`config.mk`:
```
export PLATFORM = sky130hd
export DESIGN_NAME = mc_lincomb_accum
export DESIGN_NICKNAME = d
export VERILOG_FILES = /design/src/rtl/mc_pkg.sv /design/src/rtl/mc_lincomb_pipe.sv /design/src/rtl/mc_lincomb_accum.sv
export SDC_FILE = /design/constraint.sdc
export NUM_CORES = 1
export LEC_CHECK = 0
export ABC_AREA = 1
export CORE_MARGIN = 3
export CORE_UTILIZATION = 40
export CTS_CLUSTER_SIZE = 14
export DETAILED_ROUTE_END_ITERATION = 16
export SYNTH_ARGS = -nofsm -noshare
export SYNTH_HDL_FRONTEND = slang
export SYNTH_HIERARCHICAL = 1
export SYNTH_SLANG_ARGS = --single-unit
```
`constraint.sdc`:
```
create_clock -name clk -period 5.43 [get_ports clk]
set_clock_uncertainty 0.1 [all_clocks]
set_input_delay 1.086 -clock clk [delete_from_list [all_inputs] [get_ports clk]]
set_output_delay 1.086 -clock clk [all_outputs]
set_load 0.02 [all_outputs]
```
`src/rtl/mc_pkg.sv`:
```
// ---------------------------------------------------------------------------
// mc_pkg
// Shared types and helpers for the Monte Carlo linear-combination evaluator.
//   mc_state_e : batch controller states (IDLE, RUN, DRAIN, DONE)
//   mc_t_w     : width of t = a*x + b*y, sized so the sum can never wrap
// ---------------------------------------------------------------------------
package mc_pkg;

  typedef enum logic [1:0] {
    ST_IDLE  = 2'd0,
    ST_RUN   = 2'd1,
    ST_DRAIN = 2'd2,
    ST_DONE  = 2'd3
  } mc_state_e;

  // Each product is width+coef_w bits; one extra bit holds the carry of the sum.
  function automatic int mc_t_w(input int width, input int coef_w);
    return width + coef_w + 1;
  endfunction

endpackage

```
`src/rtl/mc_lincomb_pipe.sv`:
```
// ---------------------------------------------------------------------------
// mc_lincomb_pipe
// Two-stage pipeline computing t = a*x + b*y and the hit flag (t <= threshold).
//   Stage 1 registers the two products, stage 2 registers t and the hit flag.
// Ports:
//   clk, rst_n           clock, asynchronous active-low reset
//   in_valid             sample entering stage 1 this cycle
//   in_x, in_y           sample operands (WIDTH, unsigned)
//   coef_a, coef_b       coefficients (COEF_W, unsigned)
//   threshold            hit bound (T_W)
//   s1_valid             stage-1 valid flag
//   out_valid            stage-2 valid flag (t/hit are meaningful)
//   t, hit               registered result and comparison
// ---------------------------------------------------------------------------
module mc_lincomb_pipe #(
  parameter int WIDTH  = 10,
  parameter int COEF_W = 4,
  parameter int T_W    = WIDTH + COEF_W + 1
) (
  input  logic              clk,
  input  logic              rst_n,
  input  logic              in_valid,
  input  logic [WIDTH-1:0]  in_x,
  input  logic [WIDTH-1:0]  in_y,
  input  logic [COEF_W-1:0] coef_a,
  input  logic [COEF_W-1:0] coef_b,
  input  logic [T_W-1:0]    threshold,
  output logic              s1_valid,
  output logic              out_valid,
  output logic [T_W-1:0]    t,
  output logic              hit
);

  localparam int P_W = WIDTH + COEF_W;

  logic [P_W-1:0] prod_a_q, prod_a_d;
  logic [P_W-1:0] prod_b_q, prod_b_d;
  logic           v1_q, v1_d;
  logic [T_W-1:0] t_q, t_d;
  logic           hit_q, hit_d;
  logic           v2_q, v2_d;

  // Data registers only load when their stage carries a sample, so bubbles
  // leave the previous values in place and only the valid flags move.
  always_comb begin
    prod_a_d = prod_a_q;
    prod_b_d = prod_b_q;
    t_d      = t_q;
    hit_d    = hit_q;
    v1_d     = in_valid;
    v2_d     = v1_q;
    if (in_valid) begin
      prod_a_d = P_W'(in_x) * P_W'(coef_a);
      prod_b_d = P_W'(in_y) * P_W'(coef_b);
    end
    if (v1_q) begin
      t_d   = T_W'(prod_a_q) + T_W'(prod_b_q);
      hit_d = (t_d <= threshold);
    end
  end

  always_ff @(posedge clk or negedge rst_n) begin
    if (!rst_n) begin
      prod_a_q <= '0;
      prod_b_q <= '0;
      v1_q     <= 1'b0;
      t_q      <= '0;
      hit_q    <= 1'b0;
      v2_q     <= 1'b0;
    end else begin
      prod_a_q <= prod_a_d;
      prod_b_q <= prod_b_d;
      v1_q     <= v1_d;
      t_q      <= t_d;
      hit_q    <= hit_d;
      v2_q     <= v2_d;
    end
  end

  assign s1_valid  = v1_q;
  assign out_valid = v2_q;
  assign t         = t_q;
  assign hit       = hit_q;

endmodule

```
`src/rtl/mc_lincomb_accum.sv`:
```
// ---------------------------------------------------------------------------
// mc_lincomb_accum
// Batch Monte Carlo evaluator: streams (x, y) samples through a two-stage
// a*x + b*y pipeline, counts samples with t <= threshold over a batch.
// Optional feature macro: MC_TMAX_TRACK_EN builds a running maximum of t;
// without it t_max is tied to 0.
// Ports:
//   clk, rst_n           clock, asynchronous active-low reset
//   start                begin a batch (only honoured in IDLE)
//   num_samples          batch size, latched on start
//   coef_a, coef_b       coefficients, latched on start
//   threshold            hit bound, latched on start
//   s_valid/s_ready      sample handshake; s_ready depends only on state/count
//   s_x, s_y             sample operands
//   busy                 high outside IDLE
//   done                 one-cycle pulse at batch end
//   hits, total          hit count and accumulated-sample count
//   t_max                maximum t in the batch (0 when tracking is disabled)
// ---------------------------------------------------------------------------
module mc_lincomb_accum
  import mc_pkg::*;
#(
  parameter int WIDTH  = 10,
  parameter int COEF_W = 4,
  parameter int CNT_W  = 32,
  parameter int T_W    = mc_t_w(WIDTH, COEF_W)
) (
  input  logic              clk,
  input  logic              rst_n,
  input  logic              start,
  input  logic [CNT_W-1:0]  num_samples,
  input  logic [COEF_W-1:0] coef_a,
  input  logic [COEF_W-1:0] coef_b,
  input  logic [T_W-1:0]    threshold,
  input  logic              s_valid,
  output logic              s_ready,
  input  logic [WIDTH-1:0]  s_x,
  input  logic [WIDTH-1:0]  s_y,
  output logic              busy,
  output logic              done,
  output logic [CNT_W-1:0]  hits,
  output logic [CNT_W-1:0]  total,
  output logic [T_W-1:0]    t_max
);

  mc_state_e         state_q, state_d;
  logic [CNT_W-1:0]  num_q, num_d;
  logic [COEF_W-1:0] coef_a_q, coef_a_d;
  logic [COEF_W-1:0] coef_b_q, coef_b_d;
  logic [T_W-1:0]    thr_q, thr_d;
  logic [CNT_W-1:0]  acc_cnt_q, acc_cnt_d;
  logic [CNT_W-1:0]  hits_q, hits_d;
  logic [CNT_W-1:0]  total_q, total_d;
  logic              busy_q, busy_d;
  logic              done_q, done_d;

  logic              accept;
  logic              pipe_s1_valid;
  logic              pipe_out_valid;
  logic [T_W-1:0]    pipe_t;
  logic              pipe_hit;

  // Ready is a pure function of state and accept counter so that an upstream
  // source may wait for ready before raising valid without deadlock.
  assign s_ready = (state_q == ST_RUN) && (acc_cnt_q < num_q);
  assign accept  = s_valid && s_ready;

  mc_lincomb_pipe #(
    .WIDTH  (WIDTH),
    .COEF_W (COEF_W),
    .T_W    (T_W)
  ) u_pipe (
    .clk       (clk),
    .rst_n     (rst_n),
    .in_valid  (accept),
    .in_x      (s_x),
    .in_y      (s_y),
    .coef_a    (coef_a_q),
    .coef_b    (coef_b_q),
    .threshold (thr_q),
    .s1_valid  (pipe_s1_valid),
    .out_valid (pipe_out_valid),
    .t         (pipe_t),
    .hit       (pipe_hit)
  );

`ifdef MC_TMAX_TRACK_EN
  logic [T_W-1:0] t_max_q, t_max_d;
`else
  logic unused_pipe_t;
  assign unused_pipe_t = ^pipe_t;
`endif

  // Controller next state and accumulation. Accumulation is written first so
  // that the start-time clear in IDLE takes priority; the pipeline is always
  // empty in IDLE, so the two never actually collide.
  always_comb begin
    state_d   = state_q;
    num_d     = num_q;
    coef_a_d  = coef_a_q;
    coef_b_d  = coef_b_q;
    thr_d     = thr_q;
    acc_cnt_d = acc_cnt_q;
    hits_d    = hits_q;
    total_d   = total_q;
`ifdef MC_TMAX_TRACK_EN
    t_max_d   = t_max_q;
`endif

    if (pipe_out_valid) begin
      hits_d  = hits_q + CNT_W'(pipe_hit);
      total_d = total_q + CNT_W'(1);
`ifdef MC_TMAX_TRACK_EN
      if (pipe_t > t_max_q) t_max_d = pipe_t;
`endif
    end

    case (state_q)
      ST_IDLE: begin
        if (start) begin
          num_d     = num_samples;
          coef_a_d  = coef_a;
          coef_b_d  = coef_b;
          thr_d     = threshold;
          acc_cnt_d = '0;
          hits_d    = '0;
          total_d   = '0;
`ifdef MC_TMAX_TRACK_EN
          t_max_d   = '0;
`endif
          state_d   = (num_samples == '0) ? ST_DONE : ST_RUN;
        end
      end
      ST_RUN: begin
        if (accept) begin
          acc_cnt_d = acc_cnt_q + CNT_W'(1);
          if (acc_cnt_d == num_q) state_d = ST_DRAIN;
        end
      end
      ST_DRAIN: begin
        if (!pipe_s1_valid && !pipe_out_valid) state_d = ST_DONE;
      end
      ST_DONE: begin
        state_d = ST_IDLE;
      end
      default: begin
        state_d = ST_IDLE;
      end
    endcase

    // busy/done are registered copies of the next state, so they line up
    // exactly with the state register.
    busy_d = (state_d != ST_IDLE);
    done_d = (state_d == ST_DONE);
  end

  always_ff @(posedge clk or negedge rst_n) begin
    if (!rst_n) begin
      state_q   <= ST_IDLE;
      num_q     <= '0;
      coef_a_q  <= '0;
      coef_b_q  <= '0;
      thr_q     <= '0;
      acc_cnt_q <= '0;
      hits_q    <= '0;
      total_q   <= '0;
      busy_q    <= 1'b0;
      done_q    <= 1'b0;
`ifdef MC_TMAX_TRACK_EN
      t_max_q   <= '0;
`endif
    end else begin
      state_q   <= state_d;
      num_q     <= num_d;
      coef_a_q  <= coef_a_d;
      coef_b_q  <= coef_b_d;
      thr_q     <= thr_d;
      acc_cnt_q <= acc_cnt_d;
      hits_q    <= hits_d;
      total_q   <= total_d;
      busy_q    <= busy_d;
      done_q    <= done_d;
`ifdef MC_TMAX_TRACK_EN
      t_max_q   <= t_max_d;
`endif
    end
  end

  assign busy  = busy_q;
  assign done  = done_q;
  assign hits  = hits_q;
  assign total = total_q;
`ifdef MC_TMAX_TRACK_EN
  assign t_max = t_max_q;
`else
  assign t_max = '0;
`endif

endmodule

```
==> impl_metrics.yaml, run 1 <==
sta:
  grt_setup_unrepaired: "no"
  maxSlewViolCount: 0
  achievable-frequency_mhz: 248.6
  timing_worst_slew_pin_value_ns: 0.9063
  final-setup-viol-count: 0
  finalWorstPathRequiredPeriod_ns: 4.023
  totalNegativeSetupSlack_ns: 0
  layout_worst_path_cycle_share: 0.7408
  hold_viol_final: 0
  worst_slew_margin_rel: 0.3958
grt:
  grt_first_pass_wirelength_mm: 64.27
  grt_util_all_layers: 0.2036
  antenna_violations_before_repair: 0
  largest_net_degree_at_the_start_of_global_routing: 105
  final_global_route_overflow_total: 0
  first_global_vias: 13160
worst_setup_path:
  worst-r2r-cell-count: 12
  worstPathArrival_ns: 2.84
  worst_r2r_startpoint: "coef_b_q[3]$_DFFE_PN0P_"
  critical_path.startpoint_type: "flop"
  timing.rr.end: "u_pipe/prod_b_q[8]$_DFFE_PN0P_"
  timing.reg2reg.setup_slack_ns: 2.16
  cp_data_required_time_ns: 4.24
  critical_path_class: "flop to primary output"
  endpoint_kind: "primary output"
  cp_max_fo: 32
logic_synthesis:
  synth_cells: 2087
  yosysWarningCount: 6
  synth_area_um2: 14380
  post_synth.cell_area_avg_um2: 6.888
cts:
  cts.root.buffer_cell: "clkbuf_16"
  cts_hold_buffers: 0
  post_cts_resize_count: 0
  clock_tree.htree_level_count: 4
  cts_made_buffers: 17
  clock_input_transition_at_the_sequential_cells_of_the_worst_setup_and_hold_paths_ns: 0.08
  clockBufferDepth: 2
  postCtsSetupRepairBufs: 0
  insertion_delay_ns: 0.45
  cts_num_sinks: 186
  cts_tree: "built"
detailed_routing:
  detail_route.drc_violations: 0
  drt-wirelength-per-cell_um: 14.40
  routed_wl_mm: 38.64
  routed-via-count: 13420
  first_iter_violations: 775
  route.detailed.vias_per_inst: 5.001
  antenna_left: 0
  drtPass1Iterations: 5
worst_hold_path:
  holdCritPathClass: "flop to flop"
  hold_path_depth: 0
  worst_hold_startpoint: "u_pipe/s1_valid$_DFF_PN0_"
  hold-path-endpoint: "u_pipe/out_valid$_DFF_PN0_"
layout:
  design.final.nets: 2428
  drive_above_1_share: 0.03411
  synthToLayoutAreaGrowth_pct: 17.18
  antenna-diode-count: 0
  final_core_utilization: 0.4817
power_and_ir_drop:
  power_density_nw_per_um2: 426.4
  power.static_leakage_nw: 8.570
  ir_worst_vdd_v: 0.0002554
floorplan:
  std_cell_core_area_um2: 34970
  floorplan.die.width_um: 195.6
  chipHeight_um: 195.6
  die-area_um2: 38250
  io_pins: 161
  initial_core_util: 0.4111
  std_cell_rows: 68
placed_design:
  gp_congestion: 0.8985
  detailedPlacementHpwl_mm: 29.65
  io_buffers: 145
job:
  max_cap_violations: 0
outcome:
  run_status: "finished clean"
## worst max path at each step
stage,start,endpoint,slack (ns),cells after the start
floorplan,s_y[1],u_pipe/prod_b_q[7]$_DFFE_PN0P_,1.87,14
global placement,s_x[0],u_pipe/prod_a_q[8]$_DFFE_PN0P_,1.17,13
detailed placement,s_y[0],u_pipe/prod_b_q[8]$_DFFE_PN0P_,1.13,13
CTS,state_q[1]$_DFF_PN0_,s_ready,1.37,9
global route,state_q[1]$_DFF_PN0_,s_ready,1.24,9
finish,state_q[1]$_DFF_PN0_,s_ready,1.41,9
## cell usage in the layout, fill, tap and decap left out, types with 4 or more instances in the layout
master	instances
nand4_1	53
ha_1	101
a31oi_1	5
clkbuf_16	17
nand2_1	655
fa_1	33
nor2_1	184
nor3_1	41
nor4_1	13
conb_1	15
clkinv_4	4
o21a_1	8
nand2_2	6
nor2_2	7
o21ai_1	4
xnor2_1	12
buf_4	6
dfrtp_1	186
nand3_1	126
and2_1	10
nor2_4	6
nand3_2	5
a21oi_1	76
clkdlybuf4s50_1	144
inv_1	341
xor2_1	22
o21ai_0	109
## flip-flops by register name (all words and copies together) (netlist names)
signal,cells
busy,1
state_q,2
u_pipe/prod_a_q,14
u_pipe/s1_valid,1
num_q,32
acc_cnt_q,32
done,1
total,32
hits,32
coef_a_q,4
u_pipe/prod_b_q,14
u_pipe/out_valid,1
u_pipe/hit,1
thr_q,15
coef_b_q,4
## final cells by class
class                      count  area [um2]
multi-input combinational   1513        8219
fill                        3540       18120
inverter                     345        1296
timing repair buffer         152        1520
clock inverter                14       156.4
tap                          455       569.3
clock buffer                  18       429.2
sequential                   186        4654
## layer usage
metal,share of wire,GRT usage
met2,0.48,0.3447
met3,0.037,0.03054
met1,0.47,0.2708
met4,0.018,0.05915
met5,0,0
## report_power, final
part / internal, mW / switching, mW / leakage (nW)
sequential: 1.76 / 0.442 / 2.42
clock: 0.653 / 0.621 / 0.280
combinational: 1.45 / 2.25 / 5.87
## stage by stage
| stage | area [um2] | hold WS [ns] | power [mW] | setup WS (ns) | instances |
|---|---|---|---|---|---|
| final | 16840 | 0.3382 | 7.183 | 1.407 | 2683 |
| after global routing | 16840 | 0.3643 | 8.009 | 1.240 | 2683 |
| after CTS | 16840 | 0.3412 | 7.267 | 1.368 | 2683 |
| after detailed placement | 16260 | 0.3201 | 5.950 | 1.132 | 2651 |
| after global placement | 16260 | 0.3141 | 5.888 | 1.167 | 2651 |
| after floorplan | 14430 | 0.3022 | 4.888 | 1.873 | 2101 |
## critical path: stages (launching register included)
cell             delay, ns
dfrtp_1               0.41
nor2_2                0.10
buf_4                 0.40
inv_1                 0.23
nor2_1                0.13
nand3_1               0.08
nor3_1                0.16
nand2_1               0.17
inv_1                 0.09
clkdlybuf4s50_1       0.60
Power figures use the tool's default switching activity.
==> run 2, diff against run 1 <==
Clock period 5.43 ns to 3.4 ns, I/O delays scaled along.
==> run 2 against run 1 <==
Net effect:
- setup slack got worse by 1.2 ns
- die area unchanged
- combinational power increased by 76%
- clock-buffer cell count unchanged
- largest power group unchanged
- flip-flop and latch count unchanged
- sequential power increased by 58%
- register-to-register slack got worse by 1.9 ns
- critical endpoint unchanged
- worst hold slack got worse by 0.21 ns
- first-iteration DRC count increased by 17%
- highest routed layer unchanged
==> impl_metrics.yaml, run 2 (synthesis results as in run 1) <==
sta:
  achievable-frequency_mhz: 310.8
  totalNegativeSetupSlack_ns: 0
  layout_worst_path_cycle_share: 0.9462
  timing_worst_slew_pin_value_ns: 0.6477
  final-setup-viol-count: 0
  worst_slew_margin_rel: 0.5642
  grt_setup_unrepaired: "no"
  finalWorstPathRequiredPeriod_ns: 3.217
  maxSlewViolCount: 0
  hold-worst-slack_ns: 0.1304
  hold_viol_final: 0
detailed_routing:
  route.detailed.vias_per_inst: 4.983
  antenna_left: 0
  drt-wirelength-per-cell_um: 14.35
  first_iter_violations: 907
  routed_wl_mm: 39.18
  drtPass1Iterations: 6
  routed-via-count: 13610
  detail_route.drc_violations: 0
placed_design:
  placed_cells: 2699
  gp_congestion: 0.8795
  detailedPlacementHpwl_mm: 30.56
  io_buffers: 145
grt:
  largest_net_degree_at_the_start_of_global_routing: 89
  first_global_vias: 13150
  antenna_violations_before_repair: 0
  final_global_route_overflow_total: 0
  grt_util_all_layers: 0.2074
  grt_first_pass_wirelength_mm: 65.23
power_and_ir_drop:
  ir_worst_vdd_v: 0.0003636
  power.static_leakage_nw: 8.874
  power_density_nw_per_um2: 700.0
outcome:
  run_status: "finished clean"
layout:
  commonest_non_fill_non_tap_cell_in_the_layout: "nand2_1"
  drive_above_1_share: 0.06019
  finish.cell_count_without_fillers: 2731
  synthToLayoutAreaGrowth_pct: 20.81
  design.final.nets: 2476
  layout.cells.most_common_list: "nand2_1 (654), inv_1 (341), dfrtp_1 (185)"
  antenna-diode-count: 0
floorplan:
  std_cell_core_area_um2: 34970
  initial_core_util: 0.4111
  std_cell_rows: 68
  io_pins: 161
  floorplan.die.width_um: 195.6
  chipHeight_um: 195.6
  die-area_um2: 38250
cts:
  clock_input_transition_at_the_sequential_cells_of_the_worst_setup_and_hold_paths_ns: 0.08
  cts_tree: "built"
  cts.root.buffer_cell: "clkbuf_16"
  clock_tree.htree_level_count: 4
  cts_made_buffers: 17
  cts_num_sinks: 186
  clockBufferDepth: 2
  insertion_delay_ns: 0.46
  postCtsSetupRepairBufs: 0
worst_hold_path:
  holdCritPathClass: "input pin to asynchronous set/reset pin"
worst_setup_path:
  cp_data_required_time_ns: 2.62
  critical_path_s_largest_stage_delay_ns: 0.46
  endpoint_kind: "primary output"
  critical_path_class: "flop to primary output"
  cp_max_fo: 6
  crit_path_top_delay_cell: "dfrtp_1"
  critical_path.startpoint_type: "flop"
  crit_chain: "ha_1 > nand2_1 > o21ai_1 > nand2_1 > nand3_1 > nand2_1 > nand2_1 > nand2_1 > nand2_2 > inv_1 > dlygate4sd2_1"
  worstPathArrival_ns: 2.44
  cpMostUsedCell: "nand2_1"
job:
  max_cap_violations: 0
[run 2: cell types whose count changed in the layout (fill, tap and decap cells not counted), sizes merged]
cell / previous run / this run
inv: 348 / 350
clkinvlp: 2 / 0
dlygate4sd2: 0 / 1
buf: 7 / 55
clkdlybuf4s50: 144 / 139
dlymetal6s2s: 0 / 4
[run 2: report_power, final]
group          leakage [nW]  internal (mW)  total (mW)  switching (mW)
clock network         0.308           1.09        2.16            1.06
registers              2.42           2.81        3.48           0.663
logic                  6.15           2.74        6.52            3.79
total                  8.87           6.64        12.2            5.51
[run 2: area by class of cell]
class / count / area [um2]
clock inverter: 14 / 191.4
sequential: 186 / 4656
inverter: 345 / 1296
timing repair buffer: 200 / 1914
multi-input combinational: 1513 / 8300
fill: 3568 / 17600
clock buffer: 18 / 439.2
tap: 455 / 569.3
[run 2: worst paths after layout]
check                                     startpoint  cells past startpoint  slack, ns                        endpoint
setup / recovery            acc_cnt_q[3]$_DFFE_PN0P_                     11       0.18                         s_ready
hold / removal                                 rst_n                      1       0.13       acc_cnt_q[18]$_DFFE_PN0P_
setup reg to reg             coef_b_q[2]$_DFFE_PN0P_                     13       0.30  u_pipe/prod_b_q[7]$_DFFE_PN0P_
hold reg to reg            u_pipe/s1_valid$_DFF_PN0_                      0       0.34      u_pipe/out_valid$_DFF_PN0_
max in group asynchronous                      rst_n                      2       2.25              hits[30]$_DFF_PN0_
min in group clk           u_pipe/s1_valid$_DFF_PN0_                      0       0.34      u_pipe/out_valid$_DFF_PN0_
[run 2: what timing repair did]
action	in CTS	in global routing
endpoints found under the setup margin	1	15
hold buffers	0	0
pin swaps	0	4
cloned	0	0
resized for setup	1	20
[run 2: metrics by stage]
stage / total power [mW] / worst slack, ns / cell area (um2) / util
after detailed placement: 9.926 / -0.3992 / 16640 / 0.4760
after global routing: 13.43 / 0.004887 / 17370 / 0.4966
after global placement: 9.756 / -0.3761 / 16640 / 0.4760
final: 12.16 / 0.1829 / 17370 / 0.4966
after floorplan: 7.807 / 0.2489 / 14430 / -
after CTS: 12.15 / 0.05789 / 17270 / 0.4940
[run 2: critical path, delay by kind of cell, from the launching register on]
family,cells,cell delay [ns]
flops,1,0.46
compound gates,1,0.17
fa+ha+maj,1,0.33
buf+inv,2,0.36
simple gates,7,0.66
[run 2: layer usage]
metal	GRT usage	part of all wire
met5	0	0
met2	0.3501	0.47
met4	0.05625	0.020
met3	0.02830	0.040
met1	0.2801	0.47
